### src/rtl/prog_counter_pkg.sv
// Shared definitions for the programmable counter and its downstream observers.
// Holds the monitor FSM encoding, the config register selects and the default width.
package prog_counter_pkg;

  localparam int WIDTH_DEF = 8;

  typedef enum logic [1:0] {
    IDLE   = 2'd0,
    ARMED  = 2'd1,
    INSIDE = 2'd2,
    DONE   = 2'd3
  } mon_state_e;

  localparam logic [1:0] CFG_SEL_LO    = 2'd0;
  localparam logic [1:0] CFG_SEL_HI    = 2'd1;
  localparam logic [1:0] CFG_SEL_LIMIT = 2'd2;

endpackage

### src/rtl/count_window_cmp.sv
// Window comparator: LO/HI/LIMIT registers, sampled count and the registered
// in-window flag together with its one-cycle-delayed copy for entry detection.
module count_window_cmp
  import prog_counter_pkg::*;
#(
  parameter int WIDTH = WIDTH_DEF
) (
  input  logic             clk,
  input  logic             rst_n,
  input  logic [WIDTH-1:0] count_i,
  input  logic             cfg_wr_i,
  input  logic [1:0]       cfg_sel_i,
  input  logic [WIDTH-1:0] cfg_data_i,
  output logic [WIDTH-1:0] count_o,
  output logic [WIDTH-1:0] limit_o,
  output logic             in_win_o,
  output logic             in_win_prev_o
);

  logic [WIDTH-1:0] count_q, count_d;
  logic [WIDTH-1:0] lo_q, lo_d;
  logic [WIDTH-1:0] hi_q, hi_d;
  logic [WIDTH-1:0] limit_q, limit_d;
  logic             in_win_now_q, in_win_now_d;
  logic             in_win_q, in_win_d;

  always_comb begin
    lo_d    = lo_q;
    hi_d    = hi_q;
    limit_d = limit_q;
    if (cfg_wr_i) begin
      case (cfg_sel_i)
        CFG_SEL_LO:    lo_d    = cfg_data_i;
        CFG_SEL_HI:    hi_d    = cfg_data_i;
        CFG_SEL_LIMIT: limit_d = cfg_data_i;
        default:       ;
      endcase
    end
    count_d      = count_i;
    // LO > HI can never satisfy both bounds, so an inverted window stays empty.
    in_win_now_d = (count_q >= lo_q) && (count_q <= hi_q);
    in_win_d     = in_win_now_q;
  end

  always_ff @(posedge clk or negedge rst_n) begin
    if (!rst_n) begin
      count_q      <= '0;
      lo_q         <= '0;
      hi_q         <= '0;
      limit_q      <= '0;
      in_win_now_q <= 1'b0;
      in_win_q     <= 1'b0;
    end else begin
      count_q      <= count_d;
      lo_q         <= lo_d;
      hi_q         <= hi_d;
      limit_q      <= limit_d;
      in_win_now_q <= in_win_now_d;
      in_win_q     <= in_win_d;
    end
  end

  assign count_o       = count_q;
  assign limit_o       = limit_q;
  assign in_win_o      = in_win_now_q;
  assign in_win_prev_o = in_win_q;

endmodule

### src/rtl/count_window_monitor.sv
// Counter window monitor: counts window entries, raises a sticky irq after LIMIT
// entries; optional max-to-zero wrap pulse when COUNT_WINDOW_WRAP_DETECT_EN is defined.
module count_window_monitor
  import prog_counter_pkg::*;
#(
  parameter int WIDTH = WIDTH_DEF
) (
  input  logic             clk,
  input  logic             rst_n,
  input  logic [WIDTH-1:0] count_i,
  input  logic             cfg_wr_i,
  input  logic [1:0]       cfg_sel_i,
  input  logic [WIDTH-1:0] cfg_data_i,
  input  logic             arm_i,
  input  logic             clr_i,
  output logic             in_window_o,
  output logic             match_pulse_o,
  output logic             wrap_pulse_o,
  output logic [WIDTH-1:0] event_cnt_o,
  output logic             irq_o,
  output logic [1:0]       state_o
);

  logic [WIDTH-1:0] samp_count;
  logic [WIDTH-1:0] win_limit;
  logic             in_win;
  logic             in_win_prev;

  mon_state_e       state_q, state_d;
  logic [WIDTH-1:0] event_cnt_q, event_cnt_d;
  logic             irq_q, irq_d;
  logic             entry;
  logic             match_fire;
  logic             below_limit;

  count_window_cmp #(.WIDTH(WIDTH)) u_cmp (
    .clk           (clk),
    .rst_n         (rst_n),
    .count_i       (count_i),
    .cfg_wr_i      (cfg_wr_i),
    .cfg_sel_i     (cfg_sel_i),
    .cfg_data_i    (cfg_data_i),
    .count_o       (samp_count),
    .limit_o       (win_limit),
    .in_win_o      (in_win),
    .in_win_prev_o (in_win_prev)
  );

  assign entry       = in_win && !in_win_prev;
  assign match_fire  = (state_q == ARMED) && arm_i && !clr_i && entry;
  assign below_limit = (win_limit == '0) || (event_cnt_q < win_limit);

  always_ff @(posedge clk or negedge rst_n) begin
    if (!rst_n) state_q <= IDLE;
    else        state_q <= state_d;
  end

  always_comb begin
    state_d = state_q;
    if (clr_i) begin
      state_d = IDLE;
    end else begin
      unique case (state_q)
        IDLE:   if (arm_i) state_d = ARMED;
        ARMED:  if (!arm_i) state_d = IDLE;
                else if (entry) state_d = INSIDE;
        // LIMIT is only judged on the way out, so a late LIMIT write lands on the next exit.
        INSIDE: if (!arm_i) state_d = IDLE;
                else if (!in_win) state_d = below_limit ? ARMED : DONE;
        DONE:   state_d = DONE;
      endcase
    end
  end

  always_comb begin
    event_cnt_d = event_cnt_q;
    irq_d       = irq_q;
    if (clr_i) begin
      event_cnt_d = '0;
      irq_d       = 1'b0;
    end else begin
      if (match_fire && (event_cnt_q != '1)) event_cnt_d = event_cnt_q + 1'b1;
      if (state_d == DONE) irq_d = 1'b1;
    end
  end

  always_ff @(posedge clk or negedge rst_n) begin
    if (!rst_n) begin
      event_cnt_q <= '0;
      irq_q       <= 1'b0;
    end else begin
      event_cnt_q <= event_cnt_d;
      irq_q       <= irq_d;
    end
  end

  always_comb begin
    in_window_o   = in_win;
    match_pulse_o = match_fire;
    event_cnt_o   = event_cnt_q;
    irq_o         = irq_q;
    state_o       = state_q;
  end

`ifdef COUNT_WINDOW_WRAP_DETECT_EN
  logic [WIDTH-1:0] count_prev_q, count_prev_d;
  logic             wrap_q, wrap_d;

  // Registered alongside in_win so the pulse lines up with in_window_o.
  always_comb begin
    count_prev_d = samp_count;
    wrap_d       = (count_prev_q == '1) && (samp_count == '0);
  end

  always_ff @(posedge clk or negedge rst_n) begin
    if (!rst_n) begin
      count_prev_q <= '0;
      wrap_q       <= 1'b0;
    end else begin
      count_prev_q <= count_prev_d;
      wrap_q       <= wrap_d;
    end
  end

  assign wrap_pulse_o = wrap_q;
`else
  logic unused_samp_count;
  assign unused_samp_count = ^samp_count;
  assign wrap_pulse_o      = 1'b0;
`endif

endmodule

### config.mk
export PLATFORM = sky130hd
export DESIGN_NAME = count_window_monitor
export DESIGN_NICKNAME = d
export VERILOG_FILES = /design/src/rtl/prog_counter_pkg.sv /design/src/rtl/count_window_cmp.sv /design/src/rtl/count_window_monitor.sv
export SDC_FILE = /design/constraint.sdc
export NUM_CORES = 1
export LEC_CHECK = 0
export ABC_AREA = 1
export ABC_CLOCK_PERIOD_IN_PS = 3900
export BUFFER_PORTS_ARGS = -buffer_cell sky130_fd_sc_hd__buf_2
export CAP_MARGIN = 20
export CORE_MARGIN = 10
export CORE_UTILIZATION = 50
export CTS_CLUSTER_SIZE = 14
export DETAILED_ROUTE_END_ITERATION = 12
export GPL_ROUTABILITY_DRIVEN = 0
export GPL_TIMING_DRIVEN = 0
export PLACE_DENSITY = 0.72
export SLEW_MARGIN = 20
export SYNTH_ARGS = -nofsm -noshare
export SYNTH_HDL_FRONTEND = slang
export SYNTH_SLANG_ARGS = --single-unit
### constraint.sdc
create_clock -name clk -period 3.9 [get_ports clk]
set_clock_uncertainty 0.2 [all_clocks]
set_input_delay 0.195 -clock clk [delete_from_list [all_inputs] [get_ports clk]]
set_output_delay 0.195 -clock clk [all_outputs]
set_load 0.01 [all_outputs]
==> results by stage <==
Run status:
- The run finished with clean final reports.

Synth:
- The area share of xor/xnor cells in the synthesized design is 0.371%.
- The average cell area after synthesis is 8.74 µm².
- During synthesis, Yosys emitted a total of 0 warnings.
- The adder-cell area share of the yosys netlist is 12.7%.
- The synthesized netlist devotes 16.6% of its cell area to simple gates.
- By area, the combinational part of the netlist is dominated by simple AND/OR/NAND/NOR gates.
- Yosys mapped the design onto 30 distinct sky130hd cell types.
- The number of nets in the synthesized netlist is 317.
- The multiplexer share of the synthesized area is 0%.
- The cell area that synthesis handed to floorplanning was 2360 µm².
- The compound-gate portion of the synthesized area is 12.8%.
- The number of instances in the synthesized netlist is 270.
- The sequential-to-total area share from yosys stat is 47.7%.
- The synthesized flop and latch total is 45.

STA:
- The total of endpoints with negative setup slack in the final report is 0.
- The final hold violation count was 0.
- The transition time at the pin with the least slew margin is 0.562 ns.
- The timing-limited maximum frequency is 0.514 GHz.
- Final hold analysis gives a worst-case slack of 0.00715 ns.
- The total negative slack is 0 ns.
- The max-slew violation count is 0.
- Setup repair after global routing left no endpoint under its margin.
- For the finished layout, the period the worst path requires is 1.94 ns.
- The setup slack after layout is 1.96 ns.
- The worst path uses 49.9% of the clock period.
- In this run the tightest slew margin relative to its limit is 62.5%.

Worst setup path:
- The highest fanout seen on the critical path is 5.
- The most common cell type on the critical path is nand2_1.
- The worst reg-to-reg setup slack is 1.96 ns.
- Traced cell by cell, the critical path runs through ha_1 -> a21oi_1 -> nor2_1 -> nor3_1 -> nand2_1 -> nand2_1 -> nand2_1 -> nand2_1 -> nand2_1 -> nand2_1 -> nand2_1 -> nand2_1 -> nand2_1.
- For this run, the slowest stage of the critical path takes 0.43 ns.
- The master of the slowest instance on the critical path is dfrtp_1.
- Data on the critical path is required at its endpoint by 3.89 ns.
- The critical path contains buffers and inverters numbering 0 combined.
- The type of element capturing the critical path is a flip-flop.
- The critical path in this run is classified as reg -> reg.
- STA classifies the critical path startpoint as a flip-flop.
- The cell class contributing the biggest share of worst-path delay is simple AND/OR/NAND/NOR gates.
- The data arrival time of the critical path is 1.93 ns.

Floorplan:
- The die covers 7860 µm².
- The floorplan step set the die width to 88.7 µm.
- The core box area is 4470 µm².
- The I/O pin count is 37.
- The initial utilization of the core area, before any placement, comes to 52.7%.
- The die height is 88.7 µm.
- The number of rows in the core area is 24.

Cells and area:
- In the final layout, the share of cells above drive strength 1 is 17.6%.
- The final net count is 370.
- The final cell area excluding filler cells is 2790 µm².
- In the layout the commonest cells are nand2_1 (61), inv_1 (48), dfrtp_1 (45), buf_2 (34), o21ai_0 (29).
- 0 antenna diodes ended up in the layout.
- The library cell used most frequently in the layout, excluding fill and tap cells, is nand2_1.
- The layout overhead on the synthesized area is 18.5%.

Placed design:
- The total of buffers placed on input and output ports is 35.
- The worst setup slack after placement is 1.96 ns.
- Summing all placed instances gives a cell area of 2600 µm².
- Detailed placement finished with a half-perimeter wire length of 3750 µm.

Clock network:
- The clock net in this run drives a total of 45 sinks.
- The TritonCTS clock tree is built.
- For the worst-skew pair, the clock arrives at the later sink with an insertion delay of 0.29 ns.
- The number of buffers inserted during clock tree synthesis is 5.
- The clock passes through at most 2 buffers.
- The maximum level of the CTS H-tree is 2.
- The buffer count from post-CTS setup fixing is 0.
- The root buffer cell is clkbuf_8.
- The post-CTS clock slew at the launch and capture registers of the worst setup and hold paths is 0.08 ns.

Power and ir drop:
- The total power divided by cell area is 373 nW/µm².
- The worst-case vdd ir drop is 0.211 mV.
- The leakage component of the power is 1.50 nW.
- Overall power consumption after layout is estimated at 1.04 mW.

Drt:
- After detailed routing, the average wire length per cell comes to 13.0 µm.
- Once detail routing completed, the nets flagged for antenna violations numbered 0.
- The first TritonRoute pass finished after 4 iterations.
- The routed design has 4880 µm of wire.
- For this block, the initial DRC count from the detailed router was 85.
- The via count of the routed design is 1857.
- The number of vias per cell is 4.94.
- The DRC violation count after routing is 0.

Global routing:
- The number of global-route vias before repair came to 1982.
- The first global-routing pass estimated 8700 µm of wire.
- Global routing finished with a remaining overflow of 0.
- The largest net degree at the start of global routing is 46.
- The aggregate global-route resource usage is 13.9%.
- The initial antenna violation count is 0.

Hold path:
- The tightest min-delay check is of the in -> reg type.

Run:
- The max-capacitance violation count is 0.
-- what timing repair did --
item / 4_1_cts / 5_1_grt
resized for setup: 0 / 0
hold endpoints to repair: 57 / 0
hold buffers: 11 / 0
-- power breakdown --
group          switching [mW]  internal [mW]
combinational           0.125         0.0915
clock                   0.151          0.124
sequential             0.0324          0.518
total                   0.308          0.733
-- cells in the mapped netlist --
cell / count / area, µm²
o21ai_1: 2 / 10.0
clkinv_2: 1 / 5.00
o221ai_1: 1 / 8.76
o31ai_1: 1 / 7.51
conb_1: 1 / 3.75
inv_6: 1 / 8.76
nand2_1: 61 / 229
o21ai_0: 29 / 145
a211oi_1: 1 / 7.51
nor2_2: 2 / 12.5
nor2_1: 5 / 18.8
buf_4: 1 / 7.51
a31oi_1: 2 / 12.5
ha_1: 24 / 300
xor2_1: 1 / 8.76
a21oi_1: 15 / 75.1
nand4_1: 3 / 18.8
inv_1: 48 / 180
o21a_1: 1 / 7.51
nor3_1: 3 / 15.0
dfrtp_1: 45 / 1130
o2111ai_1: 1 / 8.76
nand2_4: 1 / 11.3
nor2_4: 3 / 33.8
clkbuf_1: 3 / 11.3
nand3_1: 4 / 20.0
nand4_2: 2 / 25.0
o22ai_1: 3 / 18.8
inv_2: 4 / 15.0
nor4_1: 1 / 6.26
-- cells by family after synthesis --
group,after synthesis
AO/OA/AOI/OAI,56
XOR/XNOR,1
adder cells (fa/ha/maj),24
buffers and inverters,58
flip-flops,45
other,1
AND/OR/NAND/NOR,85
-- through the flow --
stage | std cells | utilization (%)
finish | 376 | 62.4
floorplan | 270 | -
detailed placement | 357 | 58.1
global route | 376 | 62.4
global placement | 357 | 58.1
CTS | 376 | 62.4
-- final timing paths --
kind	from	endpoint	cells after the start
worst max-delay path	event_cnt_o[5]	irq_o	13
worst min-delay path	cfg_data_i[7]	u_cmp.hi_q[7]	3
worst max register to register	event_cnt_o[5]	irq_o	13
worst min register to register	u_cmp.in_win_o	u_cmp.in_win_prev_o	0
max in group asynchronous	rst_n	event_cnt_o[5]	2
min in group asynchronous	rst_n	u_cmp.count_o[3]	2
-- worst min-delay path, delay by kind of cell --
family	cells	cell delay, ns
AO/OA/AOI/OAI	1	0.09
buffers and inverters	2	0.17
-- routing by layer --
layer  part of all wire, %  vias up  track usage, %
met5                     0        -               0
met4                   1.9        0            6.17
met3                   5.0        8            3.13
met2                    44       34            22.6
met1                    49      841            17.2
li1                      -      974               -
-- area by class of cell --
cell class                 instances  area [µm²]
fill                             404        1680
sequential                        45        1130
multi-input combinational        167        1000
timing repair buffer              46         288
inverter                          54         209
clock buffer                       6        72.6
tap                               52        65.1
buffer                             4        18.8
clock inverter                     2        10.0
-- state kept, by name, indices dropped and copies added, names as in the netlist --
signal and flops:
event_cnt_o 8, u_cmp.count_o 8, u_cmp.hi_q 8, u_cmp.limit_o 8, u_cmp.lo_q 8, state_o 2, irq_o 1, u_cmp.in_win_o 1
u_cmp.in_win_prev_o 1
Note: power is estimated with default switching activity, not from simulation.
